[src/rtl/msk_g16mul_sched_pkg.sv]
// Constants and helpers shared by the masked GF(16) multiplier scheduler.
package msk_g16_sched_pkg;

  localparam int unsigned DEFAULTSHARES = 2;
  localparam int unsigned NBITS         = 4;
  localparam int unsigned FIFO_DEPTH    = 2;
  localparam int unsigned CREDIT_W      = 2;

  // Randomness bits consumed by one HPC3 GF(16) multiplication
  function automatic int unsigned rnd_w(input int unsigned d);
    return NBITS * d * (d - 1);
  endfunction

  // Position of share s of bit k in a bit-slice-major sharing
  function automatic int unsigned sh_idx(input int unsigned d, input int unsigned k,
                                         input int unsigned s);
    return k * d + s;
  endfunction

endpackage

[src/rtl/msk_g16mul_sched_if.sv]
// Requester and result handshake bundle of the GF(16) multiplier scheduler.
interface msk_g16mul_sched_if
  import msk_g16_sched_pkg::*;
#(
  parameter int unsigned d    = DEFAULTSHARES,
  parameter int unsigned NREQ = 4,
  parameter int unsigned IDW  = $clog2(NREQ)
);
  logic [NREQ-1:0]         req_valid;
  logic [NREQ-1:0]         req_ready;
  logic [NREQ*NBITS*d-1:0] req_a;
  logic [NREQ*NBITS*d-1:0] req_b;
  logic                    res_valid;
  logic                    res_ready;
  logic [IDW-1:0]          res_id;
  logic [NBITS*d-1:0]      res_data;

  modport master (
    output req_valid, req_a, req_b, res_ready,
    input  req_ready, res_valid, res_id, res_data
  );

  modport slave (
    input  req_valid, req_a, req_b, res_ready,
    output req_ready, res_valid, res_id, res_data
  );
endinterface

[src/rtl/msk_g16mul_sched_rr.sv]
// Round-robin arbiter: picks the first requester at or after ptr and
// produces the pointer value for the next cycle.
module msk_g16mul_sched_rr #(
  parameter int unsigned NREQ  = 4,
  parameter int unsigned PTR_W = $clog2(NREQ)
) (
  input  logic [NREQ-1:0]  req_i,
  input  logic [PTR_W-1:0] ptr_i,
  input  logic             advance_i,
  output logic [NREQ-1:0]  grant_c_o,
  output logic [PTR_W-1:0] idx_c_o,
  output logic [PTR_W-1:0] ptr_d_c_o
);

  // Wrap-around priority scan and pointer advance past the winner
  always_comb begin
    int unsigned j;
    logic        found;
    grant_c_o = '0;
    idx_c_o   = '0;
    ptr_d_c_o = ptr_i;
    found     = 1'b0;
    j         = 0;
    for (int unsigned i = 0; i < NREQ; i++) begin
      j = 32'(ptr_i) + i;
      if (j >= NREQ) j = j - NREQ;
      if (!found && req_i[PTR_W'(j)]) begin
        found                  = 1'b1;
        grant_c_o[PTR_W'(j)]   = 1'b1;
        idx_c_o                = PTR_W'(j);
      end
    end
    if (advance_i && found) begin
      ptr_d_c_o = (idx_c_o == PTR_W'(NREQ - 1)) ? '0 : idx_c_o + PTR_W'(1);
    end
  end

endmodule

[src/rtl/msk_g16mul_sched.sv]
// Shares one masked HPC3 GF(16) multiplier among NREQ requesters.
// Optional build macro MSKG16_SCHED_IDLE_ZERO_EN: zero operands and
// randomness on idle cycles instead of holding the last issued values.
module msk_g16mul_sched
  import msk_g16_sched_pkg::*;
#(
  parameter int unsigned d    = DEFAULTSHARES,
  parameter int unsigned NREQ = 4,
  parameter int unsigned IDW  = $clog2(NREQ)
) (
  input  logic                   clk,
  input  logic                   rst_n,
  msk_g16mul_sched_if.slave      bus,
  input  logic                   rnd_valid,
  output logic                   rnd_ready,
  input  logic [rnd_w(d)-1:0]    rnd_in,
  output logic [NBITS*d-1:0]     mul_ina,
  output logic [NBITS*d-1:0]     mul_inb,
  output logic [NBITS*d-1:0]     mul_ina_prev,
  output logic [rnd_w(d)-1:0]    mul_rnd,
  input  logic [NBITS*d-1:0]     mul_out
);

  localparam int unsigned SW    = NBITS * d;
  localparam int unsigned RND_W = rnd_w(d);
  localparam int unsigned PTR_W = $clog2(NREQ);

  logic [PTR_W-1:0]    ptr_q, ptr_d;
  logic [CREDIT_W-1:0] credits_q, credits_d;
  logic                fl_valid_q, fl_valid_d;
  logic [IDW-1:0]      fl_id_q, fl_id_d;
  logic [1:0]          cnt_q, cnt_d;
  logic                rd_q, rd_d, wr_q, wr_d;
  logic [IDW-1:0]      fid_q [FIFO_DEPTH];
  logic [SW-1:0]       fdat_q [FIFO_DEPTH];
  logic [SW-1:0]       ina_prev_q;

  logic [NREQ-1:0]     grant;
  logic [PTR_W-1:0]    gidx;
  logic                issue_c, pop_c, push_c;
  logic [SW-1:0]       sel_a, sel_b;

  assign issue_c       = rst_n & (|bus.req_valid) & rnd_valid & (credits_q != '0);
  assign push_c        = fl_valid_q;
  assign pop_c         = bus.res_valid & bus.res_ready;
  assign rnd_ready     = issue_c;
  assign bus.req_ready = issue_c ? grant : '0;
  assign bus.res_valid = rst_n & (cnt_q != 2'd0);
  assign bus.res_id    = fid_q[rd_q];
  assign bus.res_data  = fdat_q[rd_q];
  assign mul_ina_prev  = ina_prev_q;

  msk_g16mul_sched_rr #(
    .NREQ  (NREQ),
    .PTR_W (PTR_W)
  ) u_rr (
    .req_i     (bus.req_valid),
    .ptr_i     (ptr_q),
    .advance_i (issue_c),
    .grant_c_o (grant),
    .idx_c_o   (gidx),
    .ptr_d_c_o (ptr_d)
  );

  // AND-OR operand mux on the one-hot grant; shares stay separate
  always_comb begin
    sel_a = '0;
    sel_b = '0;
    for (int unsigned r = 0; r < NREQ; r++) begin
      if (grant[r]) begin
        sel_a = sel_a | bus.req_a[r*SW +: SW];
        sel_b = sel_b | bus.req_b[r*SW +: SW];
      end
    end
  end

`ifdef MSKG16_SCHED_IDLE_ZERO_EN
  // Idle cycles present all-zero operands and randomness
  always_comb begin
    mul_ina = '0;
    mul_inb = '0;
    mul_rnd = '0;
    if (issue_c) begin
      mul_ina = sel_a;
      mul_inb = sel_b;
      mul_rnd = rnd_in;
    end
  end
`else
  logic [SW-1:0]    hold_a_q, hold_a_d, hold_b_q, hold_b_d;
  logic [RND_W-1:0] hold_r_q, hold_r_d;

  // Idle cycles repeat the last issued values to limit toggling
  always_comb begin
    hold_a_d = hold_a_q;
    hold_b_d = hold_b_q;
    hold_r_d = hold_r_q;
    if (issue_c) begin
      hold_a_d = sel_a;
      hold_b_d = sel_b;
      hold_r_d = rnd_in;
    end
    mul_ina = rst_n ? hold_a_d : '0;
    mul_inb = rst_n ? hold_b_d : '0;
    mul_rnd = rst_n ? hold_r_d : '0;
  end

  // Last-issued operand/randomness registers
  always_ff @(posedge clk) begin
    if (!rst_n) begin
      hold_a_q <= '0;
      hold_b_q <= '0;
      hold_r_q <= '0;
    end else begin
      hold_a_q <= hold_a_d;
      hold_b_q <= hold_b_d;
      hold_r_q <= hold_r_d;
    end
  end
`endif

  // Next state for credits, in-flight stage and result FIFO pointers
  always_comb begin
    credits_d  = credits_q;
    cnt_d      = cnt_q;
    rd_d       = rd_q;
    wr_d       = wr_q;
    fl_valid_d = issue_c;
    fl_id_d    = IDW'(gidx);
    case ({issue_c, pop_c})
      2'b10:   credits_d = credits_q - CREDIT_W'(1);
      2'b01:   credits_d = credits_q + CREDIT_W'(1);
      default: ;
    endcase
    case ({push_c, pop_c})
      2'b10:   cnt_d = cnt_q + 2'd1;
      2'b01:   cnt_d = cnt_q - 2'd1;
      default: ;
    endcase
    if (push_c) wr_d = ~wr_q;
    if (pop_c)  rd_d = ~rd_q;
  end

  // Control state registers
  always_ff @(posedge clk) begin
    if (!rst_n) begin
      ptr_q      <= '0;
      credits_q  <= CREDIT_W'(FIFO_DEPTH);
      fl_valid_q <= 1'b0;
      fl_id_q    <= '0;
      cnt_q      <= 2'd0;
      rd_q       <= 1'b0;
      wr_q       <= 1'b0;
      ina_prev_q <= '0;
    end else begin
      ptr_q      <= ptr_d;
      credits_q  <= credits_d;
      fl_valid_q <= fl_valid_d;
      fl_id_q    <= fl_id_d;
      cnt_q      <= cnt_d;
      rd_q       <= rd_d;
      wr_q       <= wr_d;
      ina_prev_q <= mul_ina;
    end
  end

  // Result FIFO payload; occupancy alone qualifies it, so no reset needed
  always_ff @(posedge clk) begin
    if (push_c) begin
      fid_q[wr_q]  <= fl_id_q;
      fdat_q[wr_q] <= mul_out;
    end
  end

endmodule

[src/flat_wrapper.sv]
// flat-port wrapper written by rule: the top's interface ports become plain ports
module msk_g16mul_sched_flat import msk_g16_sched_pkg::*;
#(
  parameter int unsigned d    = DEFAULTSHARES,
  parameter int unsigned NREQ = 4,
  parameter int unsigned IDW  = $clog2(NREQ)
)
  (clk, rst_n, rnd_valid, rnd_ready, rnd_in, mul_ina, mul_inb, mul_ina_prev, mul_rnd, mul_out, bus_req_valid, bus_req_a, bus_req_b, bus_res_ready, bus_req_ready, bus_res_valid, bus_res_id, bus_res_data);
  msk_g16mul_sched_if #(.d(d), .NREQ(NREQ), .IDW(IDW)) bus_i ();
  input  logic clk;
  input  logic rst_n;
  input  logic rnd_valid;
  output logic rnd_ready;
  input  logic [rnd_w(d)-1:0] rnd_in;
  output logic [NBITS*d-1:0] mul_ina;
  output logic [NBITS*d-1:0] mul_inb;
  output logic [NBITS*d-1:0] mul_ina_prev;
  output logic [rnd_w(d)-1:0] mul_rnd;
  input  logic [NBITS*d-1:0] mul_out;
  input wire logic [$bits(bus_i.req_valid)-1:0] bus_req_valid;
  input wire logic [$bits(bus_i.req_a)-1:0] bus_req_a;
  input wire logic [$bits(bus_i.req_b)-1:0] bus_req_b;
  input wire logic [$bits(bus_i.res_ready)-1:0] bus_res_ready;
  output wire logic [$bits(bus_i.req_ready)-1:0] bus_req_ready;
  output wire logic [$bits(bus_i.res_valid)-1:0] bus_res_valid;
  output wire logic [$bits(bus_i.res_id)-1:0] bus_res_id;
  output wire logic [$bits(bus_i.res_data)-1:0] bus_res_data;
  assign bus_i.req_valid = bus_req_valid;
  assign bus_i.req_a = bus_req_a;
  assign bus_i.req_b = bus_req_b;
  assign bus_i.res_ready = bus_res_ready;
  assign bus_req_ready = bus_i.req_ready;
  assign bus_res_valid = bus_i.res_valid;
  assign bus_res_id = bus_i.res_id;
  assign bus_res_data = bus_i.res_data;
  msk_g16mul_sched #(.d(d), .NREQ(NREQ), .IDW(IDW)) u_core (.clk(clk), .rst_n(rst_n), .bus(bus_i), .rnd_valid(rnd_valid), .rnd_ready(rnd_ready), .rnd_in(rnd_in), .mul_ina(mul_ina), .mul_inb(mul_inb), .mul_ina_prev(mul_ina_prev), .mul_rnd(mul_rnd), .mul_out(mul_out));
endmodule
[config.mk]
export PLATFORM = sky130hd
export DESIGN_NAME = msk_g16mul_sched_flat
export DESIGN_NICKNAME = d
export VERILOG_FILES = /design/src/rtl/msk_g16mul_sched_pkg.sv /design/src/rtl/msk_g16mul_sched_if.sv /design/src/rtl/msk_g16mul_sched_rr.sv /design/src/rtl/msk_g16mul_sched.sv /design/src/flat_wrapper.sv
export SDC_FILE = /design/constraint.sdc
export NUM_CORES = 1
export LEC_CHECK = 0
export ABC_AREA = 0
export ABC_CLOCK_PERIOD_IN_PS = 6200
export CAP_MARGIN = 0
export CORE_MARGIN = 1.5
export CORE_UTILIZATION = 49
export CTS_BUF_LIST = sky130_fd_sc_hd__clkbuf_4 sky130_fd_sc_hd__clkbuf_8
export CTS_CLUSTER_DIAMETER = 120
export DETAILED_ROUTE_END_ITERATION = 8
export PLACE_DENSITY_LB_ADDON = 0.1
export SYNTH_ARGS = -nofsm -noshare
export SYNTH_HDL_FRONTEND = slang
export SYNTH_SLANG_ARGS = --single-unit
[constraint.sdc]
create_clock -name clk -period 6.2 [get_ports clk]
set_input_delay 0.62 -clock clk [delete_from_list [all_inputs] [get_ports clk]]
set_output_delay 0.62 -clock clk [all_outputs]
set_load 0.01 [all_outputs]
==> impl_metrics.env, run 1 <==
export IMPL_track_usage=0.254
export IMPL_slowest_delay_ps=730
export IMPL_setup_worst_path_class="flop to primary output"
export IMPL_start_util=0.509
export IMPL_required_ps=5580
export IMPL_core_mm2=0.00679
export IMPL_nets=600
export IMPL_worst_path_max_fanout=17
export IMPL_critPathArrivalTime_ps=4710
export IMPL_tightest_slew_ps=1180
export IMPL_syn_inst=376
export IMPL_synth_area_mm2=0.00346
export IMPL_finalSetupViolations=0
export IMPL_finalHoldViolCount=0
export IMPL_mostFrequentLayoutCell="clkdlybuf4s50_1"
export IMPL_fillers=493
export IMPL_drv_slew=0
export IMPL_wire_per_inst_um=16.1
export IMPL_clock_skew_ps=13.4
export IMPL_min_period_ps=5330
export IMPL_setup_worst_path_end_class="primary output"
export IMPL_ir_drop_uv=152
export IMPL_final_cells=603
export IMPL_drive_above_1_share=0.0888
export IMPL_placed_cell_area_mm2=0.00485
export IMPL_finalSetupTns_ps=0
export IMPL_placed_cells=587
export IMPL_ys_warn_count=0
export IMPL_slowest_stage="dfxtp_1"
export IMPL_synth_seq_cells=64
export IMPL_drc=0
export IMPL_fmax_mhz=188
export IMPL_clk_pin_slew_ps=80
export IMPL_cts_setup_buffers=0
export IMPL_clock_sinks=64
export IMPL_power_density_mw_per_mm2=284
export IMPL_via_per_inst=5.55
export IMPL_grt_overflow_total=0
export IMPL_cts_root_buf="clkbuf_8"
export IMPL_ant_nets=0
export IMPL_status="finished clean"
export IMPL_postLayoutCellArea_mm2=0.00507
export IMPL_grt_setup_unrepaired="false"
export IMPL_grt_pass1_vias=3206
export IMPL_layout_common_cells="135 x clkdlybuf4s50_1, 103 x nand2_1, 44 x dfxtp_1"
export IMPL_fin_crit_sh=0.860
export IMPL_yosysUniqueCellTypes=47
export IMPL_grt_pass1_wl_mm=15.0
export IMPL_cts_max_level=3
export IMPL_totalWireLength_mm=9.70
export IMPL_portBuffers=135
export IMPL_cts_resized=0
export IMPL_area_growth_pct=46.7
export IMPL_worstSkewPairLatency_ps=350
export IMPL_synth_avg_cell_area_um2=9.20
export IMPL_cts_tree="done"
export IMPL_antenna_found_initial=0
export IMPL_die_area_mm2=0.00757
export IMPL_boundaryPins=136
export IMPL_syn_nets=474
export IMPL_grt_max_degree=60
export IMPL_relSlewSlack=0.213
export IMPL_p_leak_uw=0.00188
export IMPL_synth_yosys_seq_area_share=0.428
export IMPL_dieWidth_um=87.0
export IMPL_cts_buffers=9
export IMPL_gp_congestion=0.814
export IMPL_critPathLaunchType="flop"
export IMPL_diodes=0
export IMPL_ctsHoldBuffers=0
export IMPL_die_h_um=87.0
export IMPL_cap_violations=0
export IMPL_rows=30
export IMPL_clockBufferDepth=2
export IMPL_drt_initial_drc_count=151
export IMPL_min_path_type="flop to flop"
export IMPL_num_vias=3349
export IMPL_dp_hpwl_mm=6.62
export IMPL_path_cells="inv_1 > ha_1 > mux4_2 > or3b_1 > a21oi_2 > o21ai_0 > a32o_1 > o221ai_1 > clkdlybuf4s50_1"
export IMPL_drtPass1Iterations=4
-- per-layer routing --
| layer | global-route usage | part of all wire | vias to the layer above |
|---|---|---|---|
| li1 | - | - | 1625 |
| met1 | 0.322 | 0.42 | 1554 |
| met2 | 0.420 | 0.48 | 156 |
| met3 | 0.0559 | 0.085 | 14 |
| met4 | 0.103 | 0.015 | 0 |
| met5 | 0 | 0 | - |
-- flip-flops by register name, indices dropped and copies added (netlist names), 2 cells and up, named ones only --
register / flops
u_core.cnt_q: 2
u_core.credits_q: 2
u_core.fdat_q: 16
u_core.fid_q: 4
u_core.fl_id_q: 2
u_core.hold_a_q: 8
u_core.hold_b_q: 8
u_core.hold_r_q: 8
u_core.mul_ina_prev: 8
-- cells in the mapped netlist, drive strengths merged --
library cell  number  area [µm²]
o2111ai            1        8.76
ha                10         125
nand3              2        10.0
buf               11        78.8
a221oi             1        15.0
nand2            103         387
or3                4        25.0
a21oi             24         135
edfxtp            20         601
o211a              1        10.0
o21a               3        22.5
mux2              10         113
a221o              1        10.0
dfxtp             44         881
nand3b             3        22.5
o32a               1        10.0
a21boi            11        97.6
nor2               9        33.8
o221ai            24         210
or2                2        12.5
or3b               4        37.5
xnor2              5        43.8
a32oi              1        8.76
mux4               3        67.6
a22oi              1        12.5
o21ai             22         114
a32o              15         151
inv                8        30.0
mux2i              1        10.0
a2111o             1        11.3
nor2b              7        43.8
nand2b             2        12.5
clkbuf            12        45.0
and2               6        37.5
xor2               2        17.5
a22o               1        8.76
-- report_power, final --
group / total [µW] / leakage, µW / internal [µW] / switching, µW
logic: 502 / 0.00122 / 258 / 244
clock network: 412 / 0.000111 / 231 / 181
registers: 528 / 0.000550 / 499 / 29.2
total: 1440 / 0.00188 / 988 / 454
-- metrics by stage --
stage	total power (µW)	hold WS, ps	worst slack (ps)	util
floorplan	809	404	2560	-
global placement	1020	407	1450	0.713
detailed placement	1030	413	1310	0.713
CTS	1450	416	926	0.747
global route	1510	429	623	0.747
finish	1440	413	871	0.747
-- worst max-delay path, delay by kind of cell (launching register included) --
kind	cells	cell delay, ps
AND/OR/NAND/NOR	1	400
multiplexers	1	640
adder cells (fa/ha/maj)	1	500
AO/OA/AOI/OAI	4	1270
buffers and inverters	2	830
flip-flops	1	730
-- layout make-up --
| type | count | area, µm² | share of cell area |
|---|---|---|---|
| timing repair buffer | 138 | 1370 | 0.271 |
| inverter | 8 | 30.0 | 0.00592 |
| clock inverter | 7 | 103 | 0.0202 |
| multi-input combinational | 281 | 1840 | 0.363 |
| clock buffer | 9 | 124 | 0.0244 |
| sequential | 64 | 1480 | 0.292 |
| tap | 96 | 120 | 0.0237 |
-- logic make-up after synthesis --
family,count (synthesis),share of synthesized area
fa+ha+maj,10,0.0362
mux,14,0.0550
simple gates,142,0.180
xor+xnor,7,0.0177
compound gates,108,0.239
buf+inv,31,0.0445
flops,64,0.428
-- path summary, 6_finish.rpt --
kind                           from            endpoint  slack [ps]  cells past startpoint
setup reg to reg               flop  u_core.hold_b_q[0]        2270                      6
hold / removal    u_core.fl_id_q[0]  u_core.fid_q[1][0]         410                      0
setup / recovery               flop          mul_ina[0]         870                      9
hold reg to reg   u_core.fl_id_q[0]  u_core.fid_q[1][0]         410                      0
Note: power is estimated with default switching activity, not from simulation.
==> run 2: changes to the inputs <==
--- a/config.mk
+++ b/config.mk
@@ -8,11 +8,11 @@
 export ABC_AREA = 0
 export ABC_CLOCK_PERIOD_IN_PS = 6200
 export CAP_MARGIN = 0
-export CORE_MARGIN = 1.5
-export CORE_UTILIZATION = 49
+export CORE_UTILIZATION = 35
 export CTS_BUF_LIST = sky130_fd_sc_hd__clkbuf_4 sky130_fd_sc_hd__clkbuf_8
 export CTS_CLUSTER_DIAMETER = 120
 export DETAILED_ROUTE_END_ITERATION = 8
+export GPL_TIMING_DRIVEN = 0
 export PLACE_DENSITY_LB_ADDON = 0.1
 export SYNTH_ARGS = -nofsm -noshare
 export SYNTH_HDL_FRONTEND = slang
==> impl_metrics.env, run 2 (synthesis gave the netlist of run 1 again) <==
export IMPL_drtPass1Iterations=5
export IMPL_ctsHoldBuffers=0
export IMPL_critPathLaunchType="flop"
export IMPL_finalHoldViolCount=0
export IMPL_path_cells="buf_2 > inv_1 > ha_1 > buf_6 > mux4_2 > nand2_1 > o21a_1 > nor2_1 > a221oi_2 > clkbuf_1 > o221ai_1 > clkdlybuf4s50_1"
export IMPL_cp_top_family="buffers and inverters"
export IMPL_power_switching_uw=461
export IMPL_rr_endpoint="u_core.hold_b_q[6]"
export IMPL_power_density_mw_per_mm2=289
export IMPL_rows=35
export IMPL_clkPwrFrac=0.303
export IMPL_p_comb_frac=0.351
export IMPL_gp_congestion=0.799
export IMPL_hold_depth=0
export IMPL_power_uw=1510
export IMPL_antenna_found_initial=0
export IMPL_p_leak_uw=0.00193
export IMPL_worstRegToRegCells=11
export IMPL_drv_slew=0
export IMPL_clk_pin_slew_ps=70
export IMPL_tightest_slew_ps=942
export IMPL_grt_overflow_total=0
export IMPL_wire_per_inst_um=16.6
export IMPL_via_per_inst=5.23
export IMPL_track_usage=0.217
export IMPL_portBuffers=135
export IMPL_setup_worst_path_end_class="primary output"
export IMPL_final_cells=656
export IMPL_ant_nets=0
export IMPL_nets=620
export IMPL_fillers=858
export IMPL_diodes=0
export IMPL_worstSkewPairLatency_ps=340
export IMPL_num_vias=3433
export IMPL_die_h_um=101
export IMPL_placed_cells=640
export IMPL_placed_cell_area_mm2=0.00497
export IMPL_cts_tree="done"
export IMPL_die_area_mm2=0.0103
export IMPL_postLayoutCellArea_mm2=0.00522
export IMPL_ir_drop_uv=157
export IMPL_layout_common_cells="135 x clkdlybuf4s50_1, 103 x nand2_1, 44 x dfxtp_1"
export IMPL_area_growth_pct=51.0
export IMPL_finalSetupViolations=0
export IMPL_critPathArrivalTime_ps=4510
export IMPL_cap_violations=0
export IMPL_min_path_type="flop to flop"
export IMPL_worstHoldStart="u_core.fl_id_q[1]"
export IMPL_crit_cells=12
export IMPL_status="finished clean"
export IMPL_grt_max_degree=13
export IMPL_drt_initial_drc_count=123
export IMPL_fmax_mhz=195
export IMPL_worst_path_max_fanout=10
export IMPL_grt_pass1_vias=3397
export IMPL_core_mm2=0.00942
export IMPL_cts_buffers=9
export IMPL_mostFrequentLayoutCell="clkdlybuf4s50_1"
export IMPL_dp_hpwl_mm=8.14
export IMPL_slowest_stage="mux4_2"
export IMPL_seq_power_share=0.346
export IMPL_clock_skew_ps=9.07
export IMPL_start_util=0.367
export IMPL_boundaryPins=136
export IMPL_clockBufferDepth=2
export IMPL_largest_register="u_core.fdat_q"
export IMPL_drc=0
export IMPL_reg2reg_slack_ps=2420
export IMPL_fin_crit_sh=0.827
export IMPL_cts_setup_buffers=0
export IMPL_p_sw_frac=0.305
export IMPL_required_ps=5580
export IMPL_p_int_uw=1050
export IMPL_relSlewSlack=0.370
export IMPL_holdWs_ps=441
export IMPL_holdPathEnd="u_core.fid_q[0][1]"
export IMPL_cts_resized=0
export IMPL_finalSetupTns_ps=0
export IMPL_slowest_delay_ps=610
export IMPL_grt_setup_unrepaired="false"
export IMPL_setup_worst_path_class="flop to primary output"
export IMPL_cts_max_level=3
export IMPL_min_period_ps=5130
export IMPL_cp_buffers_inverters=5
export IMPL_clock_sinks=64
export IMPL_largest_register_ffs=16
export IMPL_grt_pass1_wl_mm=17.0
export IMPL_drive_above_1_share=0.0968
export IMPL_dieWidth_um=101
export IMPL_cts_root_buf="clkbuf_8"
export IMPL_totalWireLength_mm=10.9
==> run 2: changes by cell type in the layout (fill, tap and decap cells not counted), sizes merged <==
cell | before | now
clkbuf | 9 | 23
bufinv | 2 | 3
inv | 11 | 8
clkinvlp | 1 | 2
clkinv | 1 | 0
buf | 3 | 11
==> run 2: area by class of cell <==
class	instances	area [µm²]	area share
plain buffers	23	124	0.0237
repair buffers	135	1350	0.259
clock buffers	11	145	0.0278
clock inverters	5	105	0.0201
inverters	8	30.0	0.00575
multi-input cells	281	1820	0.349
well taps	129	161	0.0309
flip-flops and latches	64	1480	0.284
==> run 2: worst max-delay path by stage <==
| stage | from | slack, ps | endpoint |
|---|---|---|---|
| final | flop | 1070 | mul_inb[6] |
| after global routing | flop | 760 | mul_inb[6] |
| after CTS | flop | 1070 | mul_inb[6] |
| after detailed placement | flop | 1460 | mul_inb[6] |
| after global placement | flop | 1480 | mul_inb[6] |
| after floorplan | flop | 2560 | mul_ina[6] |
==> run 2: power groups by stage <==
stage	Combinational, µW	Sequential (µW)	Clock, µW
after floorplan	274	535	0
after global placement	521	531	0
after detailed placement	528	533	0
after CTS	532	523	462
after global routing	579	529	482
final	530	523	458
==> run 2: layer usage <==
layer / part of all wire / global-route usage / vias up / routed length (µm)
met5: 0 / 0 / - / 0
met4: 0.016 / 0.0903 / 0 / 173
met3: 0.064 / 0.0352 / 14 / 693
met2: 0.47 / 0.357 / 132 / 5110
met1: 0.45 / 0.282 / 1619 / 4890
li1: - / - / 1668 / -
==> run 2: per-stage QoR <==
stage | utilization | setup WS, ps
floorplan | - | 2560
global placement | 0.528 | 1480
detailed placement | 0.528 | 1460
CTS | 0.555 | 1070
global route | 0.555 | 756
finish | 0.555 | 1070
==> run 2: worst register-to-register path, stage by stage (launching register included) <==
cell and delay, ps:
dfxtp_1 530, buf_2 280, inv_1 160, ha_1 330, buf_6 120, mux4_2 610, nand2_1 110, o21a_1 110
nor2_1 50, a221oi_2 530, clkbuf_1 520, o221ai_1 260
==> run 3: changes to the inputs <==
--- a/config.mk
+++ b/config.mk
@@ -6,7 +6,7 @@
 export NUM_CORES = 1
 export LEC_CHECK = 0
 export ABC_AREA = 0
-export ABC_CLOCK_PERIOD_IN_PS = 6200
+export ABC_CLOCK_PERIOD_IN_PS = 5300
 export CAP_MARGIN = 0
 export CORE_UTILIZATION = 35
 export CTS_BUF_LIST = sky130_fd_sc_hd__clkbuf_4 sky130_fd_sc_hd__clkbuf_8
==> constraint.sdc (replaced) <==
create_clock -name clk -period 5.3 [get_ports clk]
set_input_delay 0.53 -clock clk [delete_from_list [all_inputs] [get_ports clk]]
set_output_delay 0.53 -clock clk [all_outputs]
set_load 0.01 [all_outputs]
==> impl_metrics.env, run 3 (synthesis gave the netlist of run 1 again) <==
export IMPL_status="finished clean"
export IMPL_cp_top_family="buffers and inverters"
export IMPL_drv_slew=0
export IMPL_power_density_mw_per_mm2=338
export IMPL_start_util=0.367
export IMPL_grt_overflow_total=0
export IMPL_reg2reg_slack_ps=1550
export IMPL_cts_max_level=3
export IMPL_grt_max_degree=13
export IMPL_via_per_inst=5.23
export IMPL_grt_pass1_wl_mm=17.0
export IMPL_worstSkewPairLatency_ps=340
export IMPL_required_ps=4770
export IMPL_gp_congestion=0.799
export IMPL_num_vias=3431
export IMPL_clock_skew_ps=9.16
export IMPL_largest_register="u_core.fdat_q"
export IMPL_die_area_mm2=0.0103
export IMPL_area_growth_pct=51.0
export IMPL_setup_worst_path_class="flop to primary output"
export IMPL_drt_initial_drc_count=127
export IMPL_fmax_mhz=200
export IMPL_cap_violations=0
export IMPL_rr_endpoint="u_core.hold_a_q[7]"
export IMPL_min_period_ps=4990
export IMPL_tightest_slew_ps=942
export IMPL_fillers=858
export IMPL_relSlewSlack=0.370
export IMPL_drive_above_1_share=0.0987
export IMPL_nets=620
export IMPL_worst_slack_ps=310
export IMPL_min_path_type="flop to flop"
export IMPL_drc=0
export IMPL_track_usage=0.217
export IMPL_boundaryPins=136
export IMPL_antenna_found_initial=0
export IMPL_slowest_delay_ps=610
export IMPL_hold_depth=0
export IMPL_cts_root_buf="clkbuf_8"
export IMPL_layout_common_cells="135 x clkdlybuf4s50_1, 103 x nand2_1, 44 x dfxtp_1"
export IMPL_clock_sinks=64
export IMPL_clk_pin_slew_ps=70
export IMPL_dieWidth_um=101
export IMPL_p_leak_uw=0.00194
export IMPL_critPathArrivalTime_ps=4460
export IMPL_portBuffers=135
export IMPL_finalSetupViolations=0
export IMPL_fin_crit_sh=0.942
export IMPL_wire_per_inst_um=16.6
export IMPL_diodes=0
export IMPL_ant_nets=0
export IMPL_finalSetupTns_ps=0
export IMPL_grt_setup_unrepaired="false"
export IMPL_clockBufferDepth=2
export IMPL_worstHoldStart="u_core.fl_id_q[1]"
export IMPL_setup_worst_path_end_class="primary output"
export IMPL_place_ws_ps=648
export IMPL_cp_buffers_inverters=5
export IMPL_worst_path_max_fanout=10
export IMPL_core_mm2=0.00942
export IMPL_cts_setup_buffers=0
export IMPL_ir_drop_uv=185
export IMPL_mostFrequentLayoutCell="clkdlybuf4s50_1"
export IMPL_grt_pass1_vias=3397
export IMPL_finalHoldViolCount=0
export IMPL_worstRegToRegCells=11
export IMPL_ctsHoldBuffers=0
export IMPL_dp_hpwl_mm=8.14
export IMPL_totalWireLength_mm=10.9
export IMPL_largest_register_ffs=16
export IMPL_drtPass1Iterations=5
export IMPL_cts_tree="done"
export IMPL_critPathLaunchType="flop"
export IMPL_path_cells="buf_2 > inv_1 > ha_1 > buf_6 > mux4_2 > nand2_1 > o21a_1 > nor2_1 > a221oi_2 > clkbuf_1 > o221ai_1 > clkdlybuf4s50_1"
export IMPL_holdPathEnd="u_core.fid_q[0][1]"
export IMPL_cts_buffers=9
export IMPL_cts_resized=0
export IMPL_die_h_um=101
export IMPL_rows=35
export IMPL_slowest_stage="mux4_2"
==> run 3: cell types whose count changed in the layout (fill, tap and decap cells not counted) <==
| cell | change |
|---|---|
| clkbuf_2 | +1 |
| clkbuf_1 | -1 |
==> run 3: final cells by class <==
cell class	count	area [µm²]	share of cell area
Tap cell	129	161	0.0309
Inverter	8	30.0	0.00575
Timing Repair Buffer	135	1350	0.259
Buffer	23	125	0.0240
Clock inverter	5	105	0.0201
Clock buffer	11	145	0.0278
Sequential cell	64	1480	0.284
Multi-Input combinational cell	281	1820	0.349
==> run 3: power by group <==
part	switching, µW	internal [µW]
combinational	307	314
clock	205	331
sequential	28.0	584
total	540	1230
==> run 3: how the worst max path moves through the flow <==
stage          from    endpoint  slack [ps]  cells after the start
6_report       flop  mul_ina[7]         310                     12
5_1_grt        flop  mul_inb[6]          30                     10
4_1_cts        flop  mul_inb[6]         260                     12
3_5_place_dp   flop  mul_inb[6]         650                     12
3_3_place_gp   flop  mul_inb[6]         670                     12
2_1_floorplan  flop  mul_ina[6]        1750                     11
==> run 3: worst reg2reg max path, cell delays in order (launching register included) <==
cell	delay (ps)
dfxtp_1	530
buf_2	280
inv_1	160
ha_1	330
buf_6	120
mux4_2	610
nand2_1	110
o21a_1	110
nor2_1	50
a221oi_2	540
clkbuf_1	480
o221ai_1	270
==> run 3: stage by stage <==
step / power, µW / util / hold WS, ps / instance area, µm² / std cells
global route: 1860 / 0.555 / 452 / 5220 / 656
CTS: 1770 / 0.555 / 443 / 5220 / 656
detailed placement: 1240 / 0.528 / 425 / 4970 / 640
floorplan: 946 / - / 404 / 3460 / 376
finish: 1770 / 0.555 / 441 / 5220 / 656
global placement: 1230 / 0.528 / 413 / 4970 / 640
==> run 3: routing by layer <==
layer	global-route usage	vias to the layer above	part of all wire	wire length, µm
li1	-	1667	-	-
met2	0.357	139	0.47	5110
met1	0.282	1611	0.45	4870
met4	0.0903	0	0.015	167
met3	0.0352	14	0.066	719
met5	0	-	0	0
